File: src/rtl/joybus_rx.sv
`default_nettype none
// ============================================================================
//  Module   : joybus_rx
//  Purpose  : Joybus line receiver. Measures each bit from its falling edge,
//             samples the line SAMPLE_DLY clocks later, assembles MSB-first
//             bytes and detects end of frame on a long high (idle) or a long
//             low (abort) line.
//  Revision : 1.0  initial release
// ============================================================================
module joybus_rx #(
    parameter int SAMPLE_DLY   = 100,
    parameter int IDLE_TIMEOUT = 250,
    parameter int LOW_TIMEOUT  = 250
) (
    input  logic       clk,
    input  logic       rst,
    input  logic       JB_RX,
    input  logic       rx_en,
    output logic [7:0] rx_data,
    output logic       rx_byte_vld,
    output logic       frame_done,
    output logic       frame_err,
    output logic [5:0] byte_cnt
);

    // One counter serves all three timeouts, so it is sized for the largest.
    localparam int c_MAX_AB  = (SAMPLE_DLY > IDLE_TIMEOUT) ? SAMPLE_DLY : IDLE_TIMEOUT;
    localparam int c_MAX_DLY = (c_MAX_AB > LOW_TIMEOUT) ? c_MAX_AB : LOW_TIMEOUT;
    localparam int c_CNT_W   = $clog2(c_MAX_DLY) + 1;

    localparam logic [c_CNT_W-1:0] c_SAMPLE_LAST = c_CNT_W'(SAMPLE_DLY - 1);
    localparam logic [c_CNT_W-1:0] c_IDLE_LAST   = c_CNT_W'(IDLE_TIMEOUT - 1);
    localparam logic [c_CNT_W-1:0] c_LOW_LAST    = c_CNT_W'(LOW_TIMEOUT - 1);

    typedef enum logic [1:0] {
        S_IDLE        = 2'd0,
        S_WAIT_SAMPLE = 2'd1,
        S_WAIT_HIGH   = 2'd2,
        S_WAIT_FALL   = 2'd3
    } state_t;

    state_t               r_state;
    state_t               w_state_nxt;
    logic                 r_sync1;
    logic                 r_sync2;
    logic                 r_hist;
    logic                 w_fall;
    logic [c_CNT_W-1:0]   r_cnt;
    logic [2:0]           r_bit_cnt;
    logic [6:0]           r_shift;
    logic                 w_start;
    logic                 w_sample;
    logic                 w_end;
    logic                 w_end_err;

    assign w_fall = r_hist & ~r_sync2;

    // Two-flop synchronizer plus history flop; idle-high so they reset to 1.
    always_ff @(posedge clk) begin
        if (rst) begin
            r_sync1 <= 1'b1;
            r_sync2 <= 1'b1;
            r_hist  <= 1'b1;
        end else begin
            r_sync1 <= JB_RX;
            r_sync2 <= r_sync1;
            r_hist  <= r_sync2;
        end
    end

    // State register and shared cycle counter (cleared on every state change).
    always_ff @(posedge clk) begin
        if (rst) begin
            r_state <= S_IDLE;
            r_cnt   <= '0;
        end else begin
            r_state <= w_state_nxt;
            if (w_state_nxt != r_state) begin
                r_cnt <= '0;
            end else if (r_state != S_IDLE) begin
                r_cnt <= r_cnt + c_CNT_W'(1);
            end
        end
    end

    // Next-state decode and datapath control strobes.
    always_comb begin
        w_state_nxt = r_state;
        w_start     = 1'b0;
        w_sample    = 1'b0;
        w_end       = 1'b0;
        w_end_err   = 1'b0;
        case (r_state)
            S_IDLE: begin
                if (w_fall && rx_en) begin
                    w_start     = 1'b1;
                    w_state_nxt = S_WAIT_SAMPLE;
                end
            end
            S_WAIT_SAMPLE: begin
                // Falling edges here are glitches inside the bit cell: ignored.
                if (r_cnt == c_SAMPLE_LAST) begin
                    w_sample    = 1'b1;
                    w_state_nxt = r_sync2 ? S_WAIT_FALL : S_WAIT_HIGH;
                end
            end
            S_WAIT_HIGH: begin
                if (r_sync2) begin
                    w_state_nxt = S_WAIT_FALL;
                end else if (r_cnt == c_LOW_LAST) begin
                    w_end       = 1'b1;
                    w_end_err   = 1'b1;
                    w_state_nxt = S_IDLE;
                end
            end
            S_WAIT_FALL: begin
                if (w_fall) begin
                    w_state_nxt = S_WAIT_SAMPLE;
                end else if (r_cnt == c_IDLE_LAST) begin
                    // A clean frame ends with exactly one stop bit after whole bytes.
                    w_end       = 1'b1;
                    w_end_err   = (r_bit_cnt != 3'd1) || (byte_cnt == 6'd0);
                    w_state_nxt = S_IDLE;
                end
            end
            default: begin
                w_state_nxt = S_IDLE;
            end
        endcase
        // Transmitter owns the line: drop the frame silently.
        if (!rx_en && (r_state != S_IDLE)) begin
            w_state_nxt = S_IDLE;
            w_start     = 1'b0;
            w_sample    = 1'b0;
            w_end       = 1'b0;
            w_end_err   = 1'b0;
        end
    end

    // Bit/byte assembly, byte and frame counters, output strobes.
    always_ff @(posedge clk) begin
        if (rst) begin
            r_bit_cnt   <= 3'd0;
            r_shift     <= 7'd0;
            rx_data     <= 8'h00;
            byte_cnt    <= 6'd0;
            rx_byte_vld <= 1'b0;
            frame_done  <= 1'b0;
            frame_err   <= 1'b0;
        end else begin
            rx_byte_vld <= 1'b0;
            frame_done  <= 1'b0;
            if (w_start) begin
                r_bit_cnt <= 3'd0;
                byte_cnt  <= 6'd0;
            end
            if (w_sample) begin
                r_shift <= {r_shift[5:0], r_sync2};
                if (r_bit_cnt == 3'd7) begin
                    r_bit_cnt   <= 3'd0;
                    rx_data     <= {r_shift, r_sync2};
                    rx_byte_vld <= 1'b1;
                    if (byte_cnt != 6'd63) begin
                        byte_cnt <= byte_cnt + 6'd1;
                    end
                end else begin
                    r_bit_cnt <= r_bit_cnt + 3'd1;
                end
            end
            if (w_end) begin
                frame_done <= 1'b1;
                frame_err  <= w_end_err;
            end
        end
    end

endmodule
`default_nettype wire
File: config.mk
export PLATFORM = sky130hd
export DESIGN_NAME = joybus_rx
export DESIGN_NICKNAME = d
export VERILOG_FILES = /design/src/rtl/joybus_rx.sv
export SDC_FILE = /design/constraint.sdc
export NUM_CORES = 1
export LEC_CHECK = 0
export CORE_MARGIN = 4
export CORE_UTILIZATION = 45
export CTS_BUF_LIST = sky130_fd_sc_hd__clkbuf_4 sky130_fd_sc_hd__clkbuf_8
export DETAILED_ROUTE_END_ITERATION = 10
export HOLD_SLACK_MARGIN = 0.08
export PLACE_DENSITY = 0.65
export SLEW_MARGIN = 15
export SYNTH_ARGS = -nofsm -noshare
export SYNTH_HDL_FRONTEND = slang
export SYNTH_SLANG_ARGS = --single-unit
File: constraint.sdc
create_clock -name clk -period 5.27 [get_ports clk]
set_input_delay 1.054 -clock clk [delete_from_list [all_inputs] [get_ports clk]]
set_output_delay 1.054 -clock clk [all_outputs]
set_load 0.01 [all_outputs]
== Yosys cells after proc, flatten, opt, wreduce, memory -nomap -nowiden ==
Cells that the tools add are included.

* Bits in registers: 41
* Input bits: 4
* Output and inout port bits: 17
* Logic and storage cells: 70

* $add $sub $neg: 3
* Eq/ne operators: 9
* Muxes and demuxes: 32
* Bitwise operators: 3
* Reduce and logical (&&, ||, !) cells: 11

{| class="wikitable"
|+ Operator list
! kind !! number
|-
| $mux 6 || 4
|-
| $mux 1 || 16
|-
| $mux 2 || 6
|-
| $add 9x1->9 const B || 1
|-
| $eq 9x7->1 const B || 1
|-
| $eq 9x8->1 const B || 1
|-
| $mux 3 || 3
|-
| $pmux 2 s4 || 1
|-
| $add 6x1->6 const B || 1
|-
| $logic_not 6->1 || 1
|-
| $ne 6x6->1 const B || 1
|-
| $eq 2x2->1 const B || 2
|-
| $pmux 1 s2 || 2
|-
| $reduce_bool 2->1 || 2
|-
| $reduce_or 2->1 || 2
|-
| $add 3x1->3 const B || 1
|-
| $eq 3x3->1 const B || 1
|-
| $ne 3x1->1 const B || 1
|-
| $eq 2x1->1 const B || 1
|-
| $logic_and 1x1->1 || 2
|-
| $logic_not 2->1 || 1
|-
| $ne 2x2->1 || 1
|-
| $not 1->1 || 2
|-
| $reduce_and 2->1 || 1
|-
| other kinds (3) || 3
|}

== Depth between registers and ports, before layout ==
Gate-level depths: netlist of the first run.

* Depth in word-level cells: 10
* Mapped depth: 7

== Worst setup path before layout of the first run ==
Ideal clock, no wire load.

* Path kind: input port to flip-flop
* Start point: input rx_en
* End point: register byte_cnt[3]
* Data arrival time: 2.139 ns
* Required time: 5.151 ns
* Path slack: 3.013 ns
* Stages on the path: 7
* Path buffers: 2
* Cell sequence: clkbuf_1 nand2_1 nor4_1 and2_1 buf_4 a2bb2oi_1 nand2_1

* Cells in the longest elaborated chain, start to end: 8
* Elaborated cells on any way between the ends: 11
* Those cells by class: mux: 8; reduce/logical: 3

{| class="wikitable"
|+ Ends and longest elaborated chain
! element !! line !! RTL
|-
| start: declaration || 18 || <nowiki>input logic rx_en,</nowiki>
|-
| $logic_and 1x1->1 || 95 || <nowiki>if (w_fall && rx_en) begin</nowiki>
|-
| $mux 1 || 95 ||
|-
| $mux 1 || 93 || <nowiki>case (r_state)</nowiki>
|-
| $mux 1 || 131 || <nowiki>if (!rx_en && (r_state != S_IDLE)) begin</nowiki>
|-
| $mux 6 || 153 || <nowiki>if (w_start) begin</nowiki>
|-
| $mux 6 || 163 || <nowiki>if (byte_cnt != 6'd63) begin</nowiki>
|-
| $mux 6 || 159 || <nowiki>if (r_bit_cnt == 3'd7) begin</nowiki>
|-
| $mux 6 * || 157 || <nowiki>if (w_sample) begin</nowiki>
|-
| end signal: assignment || 164 || <nowiki>byte_cnt <= byte_cnt + 6'd1;</nowiki>
|-
| end: declaration || 23 || <nowiki>output logic [5:0] byte_cnt</nowiki>
|}

Every way passes the cells marked *; elsewhere a longest branch is shown, timed or not.
A chain may end at the register's enable or synchronous reset.

== Worst setup path in the final report of the first run ==
Ends and elaborated chain as after synthesis.

==> results.json, run 1 <==
{
  "internal_power_w": 0.000470,
  "filler_cell_count": 382,
  "buffer_ports.inserted": 20,
  "clock_insertion_delay_worst_skew_ns": 0.29,
  "critPathLaunchType": "primary input",
  "hpwlAfterDp_um": 2610,
  "total_area_of_multi_input_combinational_cells_um2": 970,
  "synth_area_leader_cell": "dfxtp_1",
  "netSwitchingPower_w": 0.000119,
  "final_period_demand_of_the_worst_path_ns": 2.73,
  "synth_edf_count": 0,
  "cts_tree": "done",
  "cts_post_setup_buffers_inserted": 0,
  "first_drt_iteration_drcs": 94,
  "post-place-cells": 289,
  "share_seq_of_total_power": 0.530,
  "comb_power_share": 0.027,
  "fin_skew_ns": 0.00677,
  "timing.final.crit_share": 0.518,
  "ys_dominant_reg_cell": "dfxtp_1",
  "floorplan.rows": 23,
  "syn_area_per_cell_um2": 8.23,
  "remaining_drc_errors": 0,
  "rsz0062_at_grt": "no",
  "gate_count_after_technology_mapping": 229,
  "postSynthNetCount": 240,
  "cts_inserted_buffers": 5,
  "synthesis.yosys.warnings": 0,
  "pre_antenna_drt_iters": 5,
  "netlist_area_pre_place_mm2": 0.00188,
  "startpoint": "rx_en",
  "clkPwrFrac": 0.443,
  "avgViaCountPerCell": 5.24,
  "synth_top_cell_area_share": 0.436,
  "max_cap_violations": 0,
  "worstHoldStart": "r_sync1$_SDFF_PP1_",
  "synth_seq_area_share": 0.436,
  "path_max_fanout": 11,
  "timing.slew.headroom": 0.551,
  "gp_congestion": 0.790,
  "power.density_mw_per_mm2": 266,
  "first_pass_grt_wire_length_um": 6740,
  "io_pins": 21,
  "final-max-slew-violation-count": 0,
  "hold_slack_ns": 0.440,
  "first_global_vias": 1454,
  "number_of_nets_with_antenna_violations_after_detailed_routing": 0,
  "synth_top_cells_by_count": "nand2_1, dfxtp_1, a21oi_1",
  "num_vias": 1555,
  "grt_remaining_overflow": 0,
  "design.die.area_mm2": 0.00529,
  "clock_tree.buffer_depth": 2,
  "cts_hold_buf": 0,
  "wl_per_cell_um": 12.8,
  "sequential_cell_area_in_the_final_layout_um2": 821,
  "synth_cell_types": 43,
  "peak_clock_frequency_supported_by_timing_mhz": 366,
  "path_class": "in2reg",
  "cts-resized-gates": 0,
  "ir_worst_vdd_uv": 184,
  "critPathRequiredTime_ns": 5.46,
  "timing.critical_path.arrival_ns": 2.92,
  "finalCoreUtilization": 0.551,
  "clock_tree.root_cell": "clkbuf_8",
  "grt_use_total": 0.161,
  "ys_seq_elements": 41,
  "finish.instance_area_mm2": 0.00222,
  "hold_violations": 0,
  "core-area_mm2": 0.00403,
  "endpoint_kind": "register",
  "min_path_type": "reg2reg",
  "synthToLayoutAreaGrowth_pct": 17.7,
  "totalWireLength_um": 3800,
  "initial_core_util": 0.468,
  "timing.setup.tns_ns": 0,
  "grt_antenna_before_repair": 0,
  "post_synth_main_area_contributors": "dfxtp_1, nand2_1, a21oi_1",
  "dieHeight_um": 72.7,
  "die_outline_width_um": 72.7,
  "fraction_of_registers_with_async_set_or_reset_after_synthesis": 0,
  "layout.nets": 257,
  "clock_sink_count": 41,
  "total_leakage_power_nw": 0.745,
  "leading_cell_type_by_number_of_instances_after_synthesis": "nand2_1",
  "outcome": "finished clean",
  "cts.htree.levels": 2,
  "final_cells": 297,
  "worstReg2RegStart": "r_cnt[0]$_SDFFE_PP0N_",
  "grt_max_degree": 23,
  "power.share.switching": 0.202,
  "max_slew.worst_pin.slew_ns": 0.668,
  "clk_pin_slew_worst_paths_ns": 0.08,
  "placed_cell_area_mm2": 0.00210,
  "antennaDiodeCount": 0,
  "setup_violations": 0,
  "drive_gt1_frac": 0.0688
}
## power groups by stage
stage,sequential (W),combinational [W],clock (W)
after global placement,0.000320,0.0000159,0
after global routing,0.000313,0.0000176,0.000285
after CTS,0.000313,0.0000157,0.000268
after detailed placement,0.000320,0.0000157,0
final,0.000313,0.0000157,0.000261
after floorplan,0.000319,0.0000110,0
## worst max-delay path, cell delays in order
cell	delay [ns]
clkdlybuf4s50_1	0.67
nand2_1	0.09
nor4_1	0.41
and2_1	0.43
a2bb2oi_1	0.21
nand2_1	0.06
## placed cells by master (no fill, tap or decap), types with 2 or more instances in the layout
cell type / synthesis / final
a31oi_1: 2 / 2
nor3_1: 7 / 7
clkdlybuf4s50_1: 0 / 20
o21ai_0: 5 / 5
or2_2: 4 / 4
nand4_1: 3 / 3
o31ai_1: 3 / 3
xnor2_1: 3 / 3
inv_1: 10 / 10
nand2_1: 44 / 44
a21oi_1: 21 / 21
xor2_1: 6 / 6
nand3b_1: 4 / 4
nand4b_1: 2 / 2
nor4_1: 3 / 3
nand3_1: 12 / 12
clkbuf_8: 0 / 6
or3_1: 2 / 2
ha_1: 7 / 7
nor2_1: 15 / 15
dfxtp_1: 41 / 41
o2111ai_1: 2 / 2
and3_1: 3 / 3
## layer usage
metal	wire length [µm]	share of wire	vias up	track usage
li1	-	-	825	-
met1	1970	0.52	703	0.228
met2	1670	0.44	25	0.236
met3	142	0.037	2	0.0551
met4	19	0.0050	0	0.0369
met5	0	0	-	0
## cell families after synthesis
group | after synthesis | share of synthesized area
adders and majority gates | 7 | 0.0465
and+or+nand+nor | 109 | 0.290
buffers and inverters | 21 | 0.0498
muxes | 1 | 0.00531
DFF | 41 | 0.436
AOI/OAI and AO/OA | 41 | 0.131
xor gates and xnor gates | 9 | 0.0418
## cell type report
class	instances	area share
multi-input combinational	167	0.437
clock inverter	2	0.0169
inverter	10	0.0169
sequential	41	0.370
timing repair buffer	21	0.0936
tap	50	0.0282
clock buffer	6	0.0372
## sequential cells by signal (all words and copies together) (netlist names)
register	flops
frame_done	1
r_hist	1
rx_byte_vld	1
r_sync1	1
r_shift	7
r_state	2
r_sync2	1
r_bit_cnt	3
rx_data	8
r_cnt	9
byte_cnt	6
frame_err	1
## per-stage QoR
step                setup slack [ns]  total power, W
floorplan                       3.01        0.000330
global placement                2.35        0.000336
detailed placement              2.23        0.000336
CTS                             2.54        0.000596
global route                    2.34        0.000615
finish                          2.54        0.000590
## worst paths after layout
path,end,slack [ns],cells past startpoint
worst max-delay path,byte_cnt[3]$_SDFF_PP0_,2.54,6
worst min-delay path,r_sync2$_SDFF_PP1_,0.44,1
worst max register to register,r_bit_cnt[1]$_SDFFE_PP0P_,2.81,6
worst min register to register,r_sync2$_SDFF_PP1_,0.44,1
Note: power is estimated with default switching activity, not from simulation.
==> run 2: changes to the inputs <==
clock period = 2.55 ns   (was 5.27 ns; I/O delays follow)
==> results.json, run 2 (synthesis gave the netlist of run 1 again) <==
{
  "outcome": "finished clean",
  "layout.nets": 264,
  "clock_insertion_delay_worst_skew_ns": 0.29,
  "total_leakage_power_nw": 0.788,
  "clk_pin_slew_worst_paths_ns": 0.08,
  "grt_busiest_layer": "met2",
  "max_cap_violations": 0,
  "dieHeight_um": 72.7,
  "cts_post_setup_buffers_inserted": 0,
  "peak_clock_frequency_supported_by_timing_mhz": 431,
  "first_drt_iteration_drcs": 88,
  "layout.cells.most_common_list": "nand2_1, dfxtp_1, a21oi_1",
  "clock_sink_count": 41,
  "clock_tree.buffer_depth": 2,
  "avgViaCountPerCell": 5.25,
  "worst_path_dominant_cell_family": "simple AND/OR/NAND/NOR gates",
  "critPathRequiredTime_ns": 2.73,
  "holdPathStages": 1,
  "timing.final.crit_share": 0.909,
  "rsz0062_at_grt": "no",
  "power.share.switching": 0.198,
  "largest_reg_flops": 9,
  "crit_chain": "ha_1, or4b_4, nor4_1, and2_1, a2bb2oi_1, nand2_1",
  "path_class": "reg2reg",
  "timing.critical_path.arrival_ns": 2.50,
  "grt_max_degree": 18,
  "grt_remaining_overflow": 0,
  "grt_antenna_before_repair": 0,
  "fin_skew_ns": 0.00648,
  "r2r.worst_path.cells": 6,
  "max_slew.worst_pin.slew_ns": 0.605,
  "totalWireLength_um": 3850,
  "cts-resized-gates": 0,
  "final_period_demand_of_the_worst_path_ns": 2.32,
  "cts_inserted_buffers": 5,
  "critPathBufInv": 0,
  "path_max_fanout": 10,
  "crit-reg2reg-capture": "byte_cnt[3]$_SDFF_PP0_",
  "cts_hold_buf": 0,
  "global_route.usage.met1": 0.218,
  "core-area_mm2": 0.00403,
  "cts_tree": "done",
  "worst_path_largest_cell_delay_ns": 0.49,
  "gp_congestion": 0.814,
  "setup_violations": 0,
  "drive_gt1_frac": 0.0945,
  "ff2ff_setup_slack_ns": 0.23,
  "number_of_nets_with_antenna_violations_after_detailed_routing": 0,
  "final-max-slew-violation-count": 0,
  "largest_registers": "r_cnt: 9 flops, rx_data: 8 flops, r_shift: 7 flops",
  "floorplan.rows": 23,
  "worstHoldStart": "r_sync1$_SDFF_PP1_",
  "clock_tree.root_cell": "clkbuf_8",
  "grt_util_met2": 0.257,
  "clkPwrFrac": 0.445,
  "critPathLaunchType": "register",
  "hpwlAfterDp_um": 2800,
  "first_pass_grt_wire_length_um": 6850,
  "share_seq_of_total_power": 0.526,
  "netSwitchingPower_w": 0.000243,
  "most_common_library_cell_in_the_layout_ignoring_fill_and_taps": "nand2_1",
  "global_route.usage.met3": 0.0482,
  "timing.slew.headroom": 0.595,
  "hold_end": "r_sync2$_SDFF_PP1_",
  "pre_antenna_drt_iters": 4,
  "grt_use_total": 0.164,
  "comb_power_share": 0.028,
  "cts.htree.levels": 2,
  "antennaDiodeCount": 0,
  "buffer_ports.inserted": 20,
  "endpoint_kind": "register",
  "hold_slack_ns": 0.412,
  "wl_per_cell_um": 12.7,
  "ir_worst_vdd_uv": 336,
  "timing.setup.tns_ns": 0,
  "power.density_mw_per_mm2": 538,
  "io_pins": 21,
  "design.die.area_mm2": 0.00529,
  "num_vias": 1595,
  "crit_slowest_cell": "or4b_4",
  "top_register": "r_cnt",
  "initial_core_util": 0.468,
  "internal_power_w": 0.000986,
  "worstReg2RegStart": "r_cnt[0]$_SDFFE_PP0N_",
  "synthToLayoutAreaGrowth_pct": 21.2,
  "min_path_type": "reg2reg",
  "hold_violations": 0,
  "first_global_vias": 1542,
  "die_outline_width_um": 72.7,
  "remaining_drc_errors": 0
}
[run 2: cell type report]
cell class | instances | area (µm²)
timing repair buffer | 28 | 273
clock inverter | 1 | 30.0
fill | 390 | 1750
sequential | 41 | 821
multi-input combinational | 167 | 970
inverter | 10 | 37.5
clock buffer | 7 | 90.1
tap | 50 | 62.6
[run 2: worst register-to-register path: cells and delay by family, from the launching register on]
family | cells | cell delay [ns]
simple gates | 4 | 1.43
flops | 1 | 0.39
compound gates | 1 | 0.21
fa+ha+maj | 1 | 0.20
[run 2: routing by layer]
metal | share of wire | wire length (µm)
met1 | 0.49 | 1870
met3 | 0.050 | 191
met5 | 0 | 0
met2 | 0.45 | 1750
met4 | 0.0093 | 36
[run 2: per-stage QoR]
step,setup slack (ns),cells,total power (W),instance area [µm²],util
after detailed placement,0.207,296,0.000697,2160,0.537
after floorplan,0.496,229,0.000682,1880,-
final,0.232,304,0.00123,2280,0.567
after global placement,0.331,296,0.000697,2160,0.537
after CTS,0.202,304,0.00125,2280,0.567
after global routing,0.0345,304,0.00128,2280,0.567
[run 2: worst max path at each step]
stage,startpoint,to,slack (ns),depth (start not counted)
after global placement,rx_en,byte_cnt[2]$_SDFF_PP0_,0.33,5
final,r_cnt[0]$_SDFFE_PP0N_,byte_cnt[3]$_SDFF_PP0_,0.23,6
after CTS,r_cnt[0]$_SDFFE_PP0N_,byte_cnt[3]$_SDFF_PP0_,0.20,6
after global routing,r_cnt[0]$_SDFFE_PP0N_,byte_cnt[3]$_SDFF_PP0_,0.03,6
after detailed placement,r_cnt[0]$_SDFFE_PP0N_,byte_cnt[3]$_SDFF_PP0_,0.21,6
after floorplan,r_cnt[0]$_SDFFE_PP0N_,byte_cnt[2]$_SDFF_PP0_,0.50,5
[run 2: power groups by stage]
stage	logic [W]	registers (W)	clock network, W
floorplan	0.0000228	0.000659	0
global placement	0.0000354	0.000661	0
detailed placement	0.0000353	0.000661	0
CTS	0.0000354	0.000646	0.000564
global route	0.0000388	0.000647	0.000589
finish	0.0000350	0.000646	0.000547
==> run 3: changes to the inputs <==
CTS_CLUSTER_SIZE = 8   (was default)
SLEW_MARGIN = default   (was 15)
==> results of run 3 <==
The final DEF is identical to that of run 2; final timing and power are the same.
